$ cat src/rtl/input_scan_scheduler_if.sv
// Bus between the frame strobe / input pads and the scan scheduler.
// master = frame/pad side that drives tick and raw_in; slave = the scheduler.
interface input_scan_scheduler_if #(
    parameter int NUM_CH = 4
);
    logic              tick;
    logic [NUM_CH-1:0] raw_in;
    logic [NUM_CH-1:0] ch_en;
    logic              sample_stb;
    logic              busy;
    logic [NUM_CH-1:0] key_state;
    logic [NUM_CH-1:0] key_press;
    logic [NUM_CH-1:0] key_release;
    logic              overrun;

    modport master (
        output tick,
        output raw_in,
        input  ch_en,
        input  sample_stb,
        input  busy,
        input  key_state,
        input  key_press,
        input  key_release,
        input  overrun
    );

    modport slave (
        input  tick,
        input  raw_in,
        output ch_en,
        output sample_stb,
        output busy,
        output key_state,
        output key_press,
        output key_release,
        output overrun
    );
endinterface

$ cat src/rtl/input_scan_scheduler.sv
// Frame-driven channel scanner: one-hot drive, settle, sample, then per-channel
// frame debouncing with press/release pulses. All outputs come straight from flops.
module input_scan_scheduler #(
    parameter int NUM_CH       = 4,
    parameter int SETTLE_CYC   = 1000,
    parameter int DEBOUNCE_CNT = 3
) (
    input  logic                   clk,
    input  logic                   rst_n,
    input_scan_scheduler_if.slave  bus,
    output logic [1:0]             dbg_state_o
);

    localparam int CH_W  = (NUM_CH > 1) ? $clog2(NUM_CH) : 1;
    localparam int CNT_W = (SETTLE_CYC > 1) ? $clog2(SETTLE_CYC) : 1;
    localparam int DB_W  = (DEBOUNCE_CNT > 0) ? $clog2(DEBOUNCE_CNT + 1) : 1;

    localparam logic [CH_W-1:0]  LAST_CH    = CH_W'(NUM_CH - 1);
    localparam logic [CNT_W-1:0] SETTLE_END = CNT_W'(SETTLE_CYC - 1);
    localparam logic [DB_W-1:0]  DB_LAST    = DB_W'(DEBOUNCE_CNT - 1);

    typedef enum logic [1:0] {
        S_IDLE   = 2'd0,
        S_SETTLE = 2'd1,
        S_SAMPLE = 2'd2,
        S_DONE   = 2'd3
    } state_t;

    state_t            state_q, state_d;
    logic [CH_W-1:0]   ch_q, ch_d;
    logic [CNT_W-1:0]  cnt_q, cnt_d;

    logic [NUM_CH-1:0] sync1_q, sync2_q;
    logic [NUM_CH-1:0] sample_q, sample_d;

    logic [DB_W-1:0]   db_cnt_q [NUM_CH];
    logic [DB_W-1:0]   db_cnt_d [NUM_CH];

    logic [NUM_CH-1:0] key_state_q, key_state_d;
    logic [NUM_CH-1:0] key_press_q, key_press_d;
    logic [NUM_CH-1:0] key_release_q, key_release_d;
    logic [NUM_CH-1:0] ch_en_q, ch_en_d;
    logic              sample_stb_q, sample_stb_d;
    logic              busy_q, busy_d;
    logic              overrun_q, overrun_d;

    logic              frame_end;

    // raw_in is asynchronous to clk
    always_ff @(posedge clk or negedge rst_n) begin
        if (!rst_n) begin
            sync1_q <= '0;
            sync2_q <= '0;
        end else begin
            sync1_q <= bus.raw_in;
            sync2_q <= sync1_q;
        end
    end

    always_ff @(posedge clk or negedge rst_n) begin
        if (!rst_n) begin
            state_q  <= S_IDLE;
            ch_q     <= '0;
            cnt_q    <= '0;
            sample_q <= '0;
        end else begin
            state_q  <= state_d;
            ch_q     <= ch_d;
            cnt_q    <= cnt_d;
            sample_q <= sample_d;
        end
    end

    always_comb begin
        state_d  = state_q;
        ch_d     = ch_q;
        cnt_d    = cnt_q;
        sample_d = sample_q;
        case (state_q)
            S_IDLE: begin
                if (bus.tick) begin
                    state_d = S_SETTLE;
                    ch_d    = '0;
                    cnt_d   = '0;
                end
            end
            S_SETTLE: begin
                if (cnt_q == SETTLE_END) begin
                    state_d = S_SAMPLE;
                end else begin
                    cnt_d = cnt_q + 1'b1;
                end
            end
            S_SAMPLE: begin
                sample_d[ch_q] = sync2_q[ch_q];
                if (ch_q == LAST_CH) begin
                    state_d = S_DONE;
                end else begin
                    state_d = S_SETTLE;
                    ch_d    = ch_q + 1'b1;
                    cnt_d   = '0;
                end
            end
            S_DONE: begin
                state_d = S_IDLE;
            end
            default: begin
                state_d = S_IDLE;
            end
        endcase
    end

    // Outputs are registered from next-state so they line up with the state they describe.
    always_comb begin
        ch_en_d      = '0;
        sample_stb_d = 1'b0;
        busy_d       = 1'b0;
        overrun_d    = 1'b0;
        if ((state_d == S_SETTLE) || (state_d == S_SAMPLE)) begin
            ch_en_d = NUM_CH'(1) << ch_d;
        end
        sample_stb_d = (state_d == S_SAMPLE);
        busy_d       = (state_d != S_IDLE);
        overrun_d    = bus.tick && (state_q != S_IDLE);
    end

    // Debounce is evaluated on the edge entering DONE, so its results are visible during DONE.
    assign frame_end = (state_q == S_SAMPLE) && (ch_q == LAST_CH);

    always_comb begin
        key_state_d   = key_state_q;
        key_press_d   = '0;
        key_release_d = '0;
        for (int i = 0; i < NUM_CH; i++) begin
            db_cnt_d[i] = db_cnt_q[i];
        end
        if (frame_end) begin
            for (int i = 0; i < NUM_CH; i++) begin
                if (sample_d[i] == key_state_q[i]) begin
                    db_cnt_d[i] = '0;
                end else if (db_cnt_q[i] == DB_LAST) begin
                    db_cnt_d[i]      = '0;
                    key_state_d[i]   = ~key_state_q[i];
                    key_press_d[i]   = ~key_state_q[i];
                    key_release_d[i] = key_state_q[i];
                end else begin
                    db_cnt_d[i] = db_cnt_q[i] + 1'b1;
                end
            end
        end
    end

    always_ff @(posedge clk or negedge rst_n) begin
        if (!rst_n) begin
            for (int i = 0; i < NUM_CH; i++) begin
                db_cnt_q[i] <= '0;
            end
            key_state_q   <= '0;
            key_press_q   <= '0;
            key_release_q <= '0;
            ch_en_q       <= '0;
            sample_stb_q  <= 1'b0;
            busy_q        <= 1'b0;
            overrun_q     <= 1'b0;
        end else begin
            for (int i = 0; i < NUM_CH; i++) begin
                db_cnt_q[i] <= db_cnt_d[i];
            end
            key_state_q   <= key_state_d;
            key_press_q   <= key_press_d;
            key_release_q <= key_release_d;
            ch_en_q       <= ch_en_d;
            sample_stb_q  <= sample_stb_d;
            busy_q        <= busy_d;
            overrun_q     <= overrun_d;
        end
    end

    assign bus.ch_en       = ch_en_q;
    assign bus.sample_stb  = sample_stb_q;
    assign bus.busy        = busy_q;
    assign bus.key_state   = key_state_q;
    assign bus.key_press   = key_press_q;
    assign bus.key_release = key_release_q;
    assign bus.overrun     = overrun_q;
    assign dbg_state_o     = state_q;

endmodule

$ cat src/flat_wrapper.sv
// flat-port wrapper written by rule: the top's interface ports become plain ports
module input_scan_scheduler_flat 
#(
    parameter int NUM_CH       = 4,
    parameter int SETTLE_CYC   = 1000,
    parameter int DEBOUNCE_CNT = 3
)
  (clk, rst_n, dbg_state_o, bus_tick, bus_raw_in, bus_ch_en, bus_sample_stb, bus_busy, bus_key_state, bus_key_press, bus_key_release, bus_overrun);
  input_scan_scheduler_if #(.NUM_CH(NUM_CH)) bus_i ();
  input  logic clk;
  input  logic rst_n;
  output logic [1:0] dbg_state_o;
  input wire logic [$bits(bus_i.tick)-1:0] bus_tick;
  input wire logic [$bits(bus_i.raw_in)-1:0] bus_raw_in;
  output wire logic [$bits(bus_i.ch_en)-1:0] bus_ch_en;
  output wire logic [$bits(bus_i.sample_stb)-1:0] bus_sample_stb;
  output wire logic [$bits(bus_i.busy)-1:0] bus_busy;
  output wire logic [$bits(bus_i.key_state)-1:0] bus_key_state;
  output wire logic [$bits(bus_i.key_press)-1:0] bus_key_press;
  output wire logic [$bits(bus_i.key_release)-1:0] bus_key_release;
  output wire logic [$bits(bus_i.overrun)-1:0] bus_overrun;
  assign bus_i.tick = bus_tick;
  assign bus_i.raw_in = bus_raw_in;
  assign bus_ch_en = bus_i.ch_en;
  assign bus_sample_stb = bus_i.sample_stb;
  assign bus_busy = bus_i.busy;
  assign bus_key_state = bus_i.key_state;
  assign bus_key_press = bus_i.key_press;
  assign bus_key_release = bus_i.key_release;
  assign bus_overrun = bus_i.overrun;
  input_scan_scheduler #(.NUM_CH(NUM_CH), .SETTLE_CYC(SETTLE_CYC), .DEBOUNCE_CNT(DEBOUNCE_CNT)) u_core (.clk(clk), .rst_n(rst_n), .bus(bus_i), .dbg_state_o(dbg_state_o));
endmodule
$ cat config.mk
export PLATFORM = sky130hd
export DESIGN_NAME = input_scan_scheduler_flat
export DESIGN_NICKNAME = d
export VERILOG_FILES = /design/src/rtl/input_scan_scheduler_if.sv /design/src/rtl/input_scan_scheduler.sv /design/src/flat_wrapper.sv
export SDC_FILE = /design/constraint.sdc
export NUM_CORES = 1
export LEC_CHECK = 0
export ABC_AREA = 1
export CAP_MARGIN = 0
export CORE_MARGIN = 2
export CORE_UTILIZATION = 59
export DETAILED_ROUTE_END_ITERATION = 6
export GPL_ROUTABILITY_DRIVEN = 0
export GPL_TIMING_DRIVEN = 0
export HOLD_SLACK_MARGIN = 0.1
export MAX_ROUTING_LAYER = met4
export PLACE_DENSITY_LB_ADDON = 0.3
export SLEW_MARGIN = 15
export SYNTH_ARGS = -nofsm -noshare
export SYNTH_HDL_FRONTEND = slang
export SYNTH_SLANG_ARGS = --single-unit
$ cat constraint.sdc
create_clock -name clk -period 4.8 [get_ports clk]
set_input_delay 0.96 -clock clk [delete_from_list [all_inputs] [get_ports clk]]
set_output_delay 0.96 -clock clk [all_outputs]
set_load 0.02 [all_outputs]
# Yosys cells after proc, flatten, opt, wreduce, memory -nomap -nowiden
# Index checks and enable logic that the tools add are counted.
word_totals:
  inputBits: 7
  word_cells: 112
  reg_bits: 53
  out_inout_bits: 21
op_classes:
  shift: 1
  reduce_logical: 13
  n_bitwise: 8
  eq_ne: 18
  order_cmp: 2
  muxes: 44
  addsub: 6
ops:
  columns: ["op", "count"]
  rows:
  - ["10-bit 2-to-1 mux", 3]
  - ["10-bit one-hot mux with 3 select lines", 1]
  - ["2-bit 2-to-1 mux", 13]
  - ["1-bit 2-to-1 mux", 18]
  - ["2-bit == test, second input constant", 8]
  - ["4-bit 2-to-1 mux", 4]
  - ["3-bit AND reduction", 4]
  - ["10-bit by 1-bit adder with 10-bit output, second input constant", 1]
  - ["2-bit by 1-bit adder with 2-bit output, second input constant", 5]
  - ["10-bit == test, second input constant", 1]
  - ["1-bit inverter", 8]
  - ["2-bit one-hot mux with 4 select lines", 1]
  - ["2-bit != test, second input constant", 3]
  - ["4-bit bitwise mux", 1]
  - ["1-bit == test", 4]
  - ["2-bit by 1-bit == test with 1-bit output, second input constant", 2]
  - ["2-bit one-hot mux with 2 select lines", 1]
  - ["4-bit AND reduction", 1]
  - ["2-bit nonzero test", 2]
  - ["1-bit by 2-bit << shifter with 4-bit output, first input constant", 1]
  - ["1-bit logical AND", 3]
  - ["2-bit by 3-bit less-than comparator with 1-bit output, second input constant", 1]
  - ["3-bit nonzero test", 1]
  - ["1-bit binary-select mux with 2-bit select", 1]
  - ["other kinds (4)", 4]

# Logic depth before layout (Yosys ltp)
depth:
  depth_word: 9
  mapped_depth: 11
  depth_no_buf: 11

# Worst setup path after synthesis
# No wires, ideal clock.
synth_path:
  kind: "input port to flip-flop"
  start: "input port bus_tick"
  end: "register u_core.ch_en_q[0] (netlist: u_core.bus.ch_en[0])"
  path_stages: 6
  setup_time_ns: 0.071
  setup_slack_ns: 2.686
  t_arrival_ns: 2.043
  path_cell_list: "o21ai_0 inv_1 a21oi_1 ha_1 or2_2 nor2_1"
synth_between:
  elab_chain_len: 5
  elab_cells_between_ends: 9
  cone_classes: "2 x eq/ne; 1 x shift; 5 x mux; 1 x reduce/logical"
synth_rtl:
  columns: ["item", "line_no", "text"]
  rows:
  - ["start: declaration", "flat_wrapper.sv:13", "input wire logic [$bits(bus_i.tick)-1:0] bus_tick;"]
  - ["2-bit 2-to-1 mux", "input_scan_scheduler.sv:81", "if (bus.tick) begin"]
  - ["2-bit one-hot mux with 4 select lines", "input_scan_scheduler.sv:79", "case (state_q)"]
  - ["2-bit by 1-bit == test with 1-bit output or 2-bit == test (tied branches)", "input_scan_scheduler.sv:119", "if ((state_d == S_SETTLE) || (state_d == S_SAMPLE)) begin"]
  - ["1-bit logical OR", "input_scan_scheduler.sv:119", null]
  - ["4-bit 2-to-1 mux *", "input_scan_scheduler.sv:119", null]
  - ["via u_core.ch_en_d[0]", "input_scan_scheduler.sv:42", "logic [NUM_CH-1:0] ch_en_q, ch_en_d;"]
  - ["end signal: assignment", "input_scan_scheduler.sv:172", "ch_en_q <= ch_en_d;"]
  - ["end: declaration", "input_scan_scheduler.sv:42", null]
# The timed path passes the listed nets; every way through them passes the cells marked *.
# A chain may end at the register's enable or synchronous reset.

# Final worst setup path
layout_path:
  start: "input port bus_tick"
  end: "register u_core.ch_en_q[2] (netlist: u_core.bus.ch_en[2])"
# The elaborated chain is that of the path after synthesis.

==> impl_metrics.csv <==
group,metric,value,unit
timing,rsz0062_at_grt,"no",
clock_tree,hold_buffers,0,
yosys,netlist_top_cells_count,"nand2_1 (76), dfrtp_1 (53), nor2_1 (33)",
clock_tree,cts_max_level,2,
yosys,syn-cell-area,2300,um2
floorplan,fp-row-count,22,
timing,skew,0.00568,ns
timing,drv_slew,0,
timing,finalSetupTns,0,ns
timing,maxSlewHeadroom,62.1,%
yosys,ys_seq_elements,53,
clock_tree,clockBufferDepth,2,
critical_path,r2r-end,"u_core.bus.ch_en[2]",
critical_path,endpoint,"u_core.bus.ch_en[2]",
timing,setup_viol,0,
timing,finalHoldViolations,0,
finish,layout-drive-gt1-share,8.78,%
critical_path,setup.worst_path.class,"primary input to flop",
place,dpl-instance-area,2650,um2
yosys,yosysWarnings,0,
yosys,yosysMostFrequentCell,"nand2_1",
clock_tree,cts_tree,"done",
pwr,ir_worst_vdd,0.236,mV
finish,top_regs,"u_core.cnt_q (10), u_core.db_cnt_q (8)",
route,via_count,1810,
clock_tree,ctsResizeCount,0,
floorplan,fp.dieW,66.5,um
route,drt_iter0_markers,133,
route,drt-total-wl,3.97,mm
route,first_pass_iters,4,
global_route,grt_usage,21.3,%
yosys,synth_top_flop_cell,"dfrtp_1",
critical_path,crit_start,"bus_tick",
finish,syn_to_final_growth,18.9,%
pwr,leakage,1.34,nW
run,maxCapViolations,0,
yosys,synth_top_area_cell,"dfrtp_1",
route,viasPerCell,5.26,
floorplan,initial_core_util,62.0,%
yosys,syn_nets,271,
clock_tree,ctsRootBufferMaster,"clkbuf_8",
global_route,grt_pass1_vias,1679,
yosys,avgSynthCellArea,8.83,um2
global_route,antenna_found_initial,0,
critical_path,cp-end-kind,"flop",
route,postRouteAntennaNets,0,
finish,final_cells,344,
timing,fin_ws,2.31,ns
critical_path,critPathArrivalTime,2.73,ns
critical_path,r2r_start,"u_core.cnt_q[0]",
route,drc,0,
yosys,synth_edf_count,0,
yosys,synth.area.top_cells,"dfrtp_1 (58%), nand2_1 (12%), nor2_1 (5.4%)",
global_route,grt_max_degree,29,
floorplan,die_y,66.5,um
clock_tree,clock_latency,0.31,ns
pwr,power_density,327,nW/um2
yosys,ys_seq_area_share,57.5,%
timing,worst_pin_slew,0.569,ns
finish,largest_reg_flops,10,
floorplan,ios,28,
clock_tree,post-cts-setup-buffer-count,0,
clock_tree,clock-sinks,53,
timing,fin_crit,2.49,ns
clock_tree,clkSlewWorstSetupHoldPaths,0.09,ns
critical_path,critPathLaunchType,"primary input",
place,place_inst,337,
finish,regMostFlops,"u_core.cnt_q",
floorplan,die_area,4420,um2
global_route,grt_pass1_wl,6.80,mm
timing,max_freq,0.402,GHz
floorplan,design.core.area,3720,um2
route,wl_per_cell,11.5,um
critical_path,r2r_cells,10,
status,status,"complete, no violations",
finish,nFillCells,280,
critical_path,reg2reg_slack,2.61,ns
critical_path,critical_path.max_fanout,3,
finish,antenna-diode-count,0,
global_route,overflow,0,
timing,post-route-period-util,51.8,%
critical_path,cp.required,5.04,ns
finish,fin_area,2740,um2
worst_hold_path,hold_class,"flop to flop",
yosys,syn_inst,261,
yosys,synth_top_area_share,57.5,%
place,dp_hpwl,2.94,mm
finish,fin_nets,306,
yosys,ys_types,26,
place,port_buffers,27,
yosys,synthArstFlopShare,100,%
clock_tree,cts_buffers,5,
place,place_worst_setup_slack,2.02,ns
## worst min path at each step
stage / start / end / slack [ns] / cells past startpoint
finish: u_core.sync1_q[0] / u_core.sync2_q[0] / 0.36 / 0
global route: u_core.sync1_q[3] / u_core.sync2_q[3] / 0.37 / 0
CTS: u_core.sync1_q[0] / u_core.sync2_q[0] / 0.36 / 0
detailed placement: u_core.sync1_q[0] / u_core.sync2_q[0] / 0.34 / 0
global placement: u_core.sync1_q[1] / u_core.sync2_q[1] / 0.34 / 0
floorplan: u_core.sync1_q[0] / u_core.sync2_q[0] / 0.33 / 0
## critical path, cell delays in order
cell and delay (ns):
clkdlybuf4s50_1 0.45, o21ai_0 0.26, inv_1 0.08, a21oi_1 0.25, ha_1 0.31, or2_2 0.31
nor2_1 0.10
## cell families after synthesis
kind of cell | share of synthesized area, %
buf+inv | 5.16
flops | 57.5
compound gates | 5.27
xor+xnor | 0.760
simple gates | 29.6
fa+ha+maj | 1.63
## cells in the final DEF (no fill, tap or decap), drive strengths merged
cell type	count
a21o	1
a21oi	7
buf	6
clkbuf	6
clkdlybuf4s50	26
clkinvlp	1
dfrtp	53
ha	3
inv	24
nand2	77
nand3	23
nand4	10
nor2	35
nor3	4
o21a	1
o21ai	12
o21bai	1
or2	4
xor2	2
## power by group
part / total [mW] / switching (mW) / leakage [nW] / internal, mW
registers: 0.527 / 0.0448 / 0.686 / 0.482
logic: 0.119 / 0.0646 / 0.610 / 0.0548
clock network: 0.250 / 0.136 / 0.0433 / 0.114
## cell type report
cell class                 count  area (um2)  area share (%)
buffer                         4        28.8            1.05
inverter                      24        90.1            3.29
clock buffer                   6        82.6            3.01
multi-input combinational    180         860            31.4
sequential                    53        1330            48.4
timing repair buffer          28         285            10.4
clock inverter                 1        7.51           0.274
tap                           48        60.1            2.19
## metrics by stage
stage	hold slack (ns)	total power [mW]	utilization [%]
2_1_floorplan	0.331	0.611	-
3_3_place_gp	0.337	0.646	70.9
3_5_place_dp	0.339	0.653	71.3
4_1_cts	0.359	0.901	73.7
5_1_grt	0.365	0.952	73.7
6_report	0.356	0.896	73.7
## metal layers
layer | global-route usage, % | vias to the layer above | wire, um
met2 | 35.1 | 56 | 1880
met1 | 24.2 | 838 | 1750
met3 | 5.74 | 8 | 257
met4 | 9.95 | 0 | 85
li1 | - | 908 | -
met5 | - | - | 0
No activity file was read; power rests on OpenSTA's default activity.
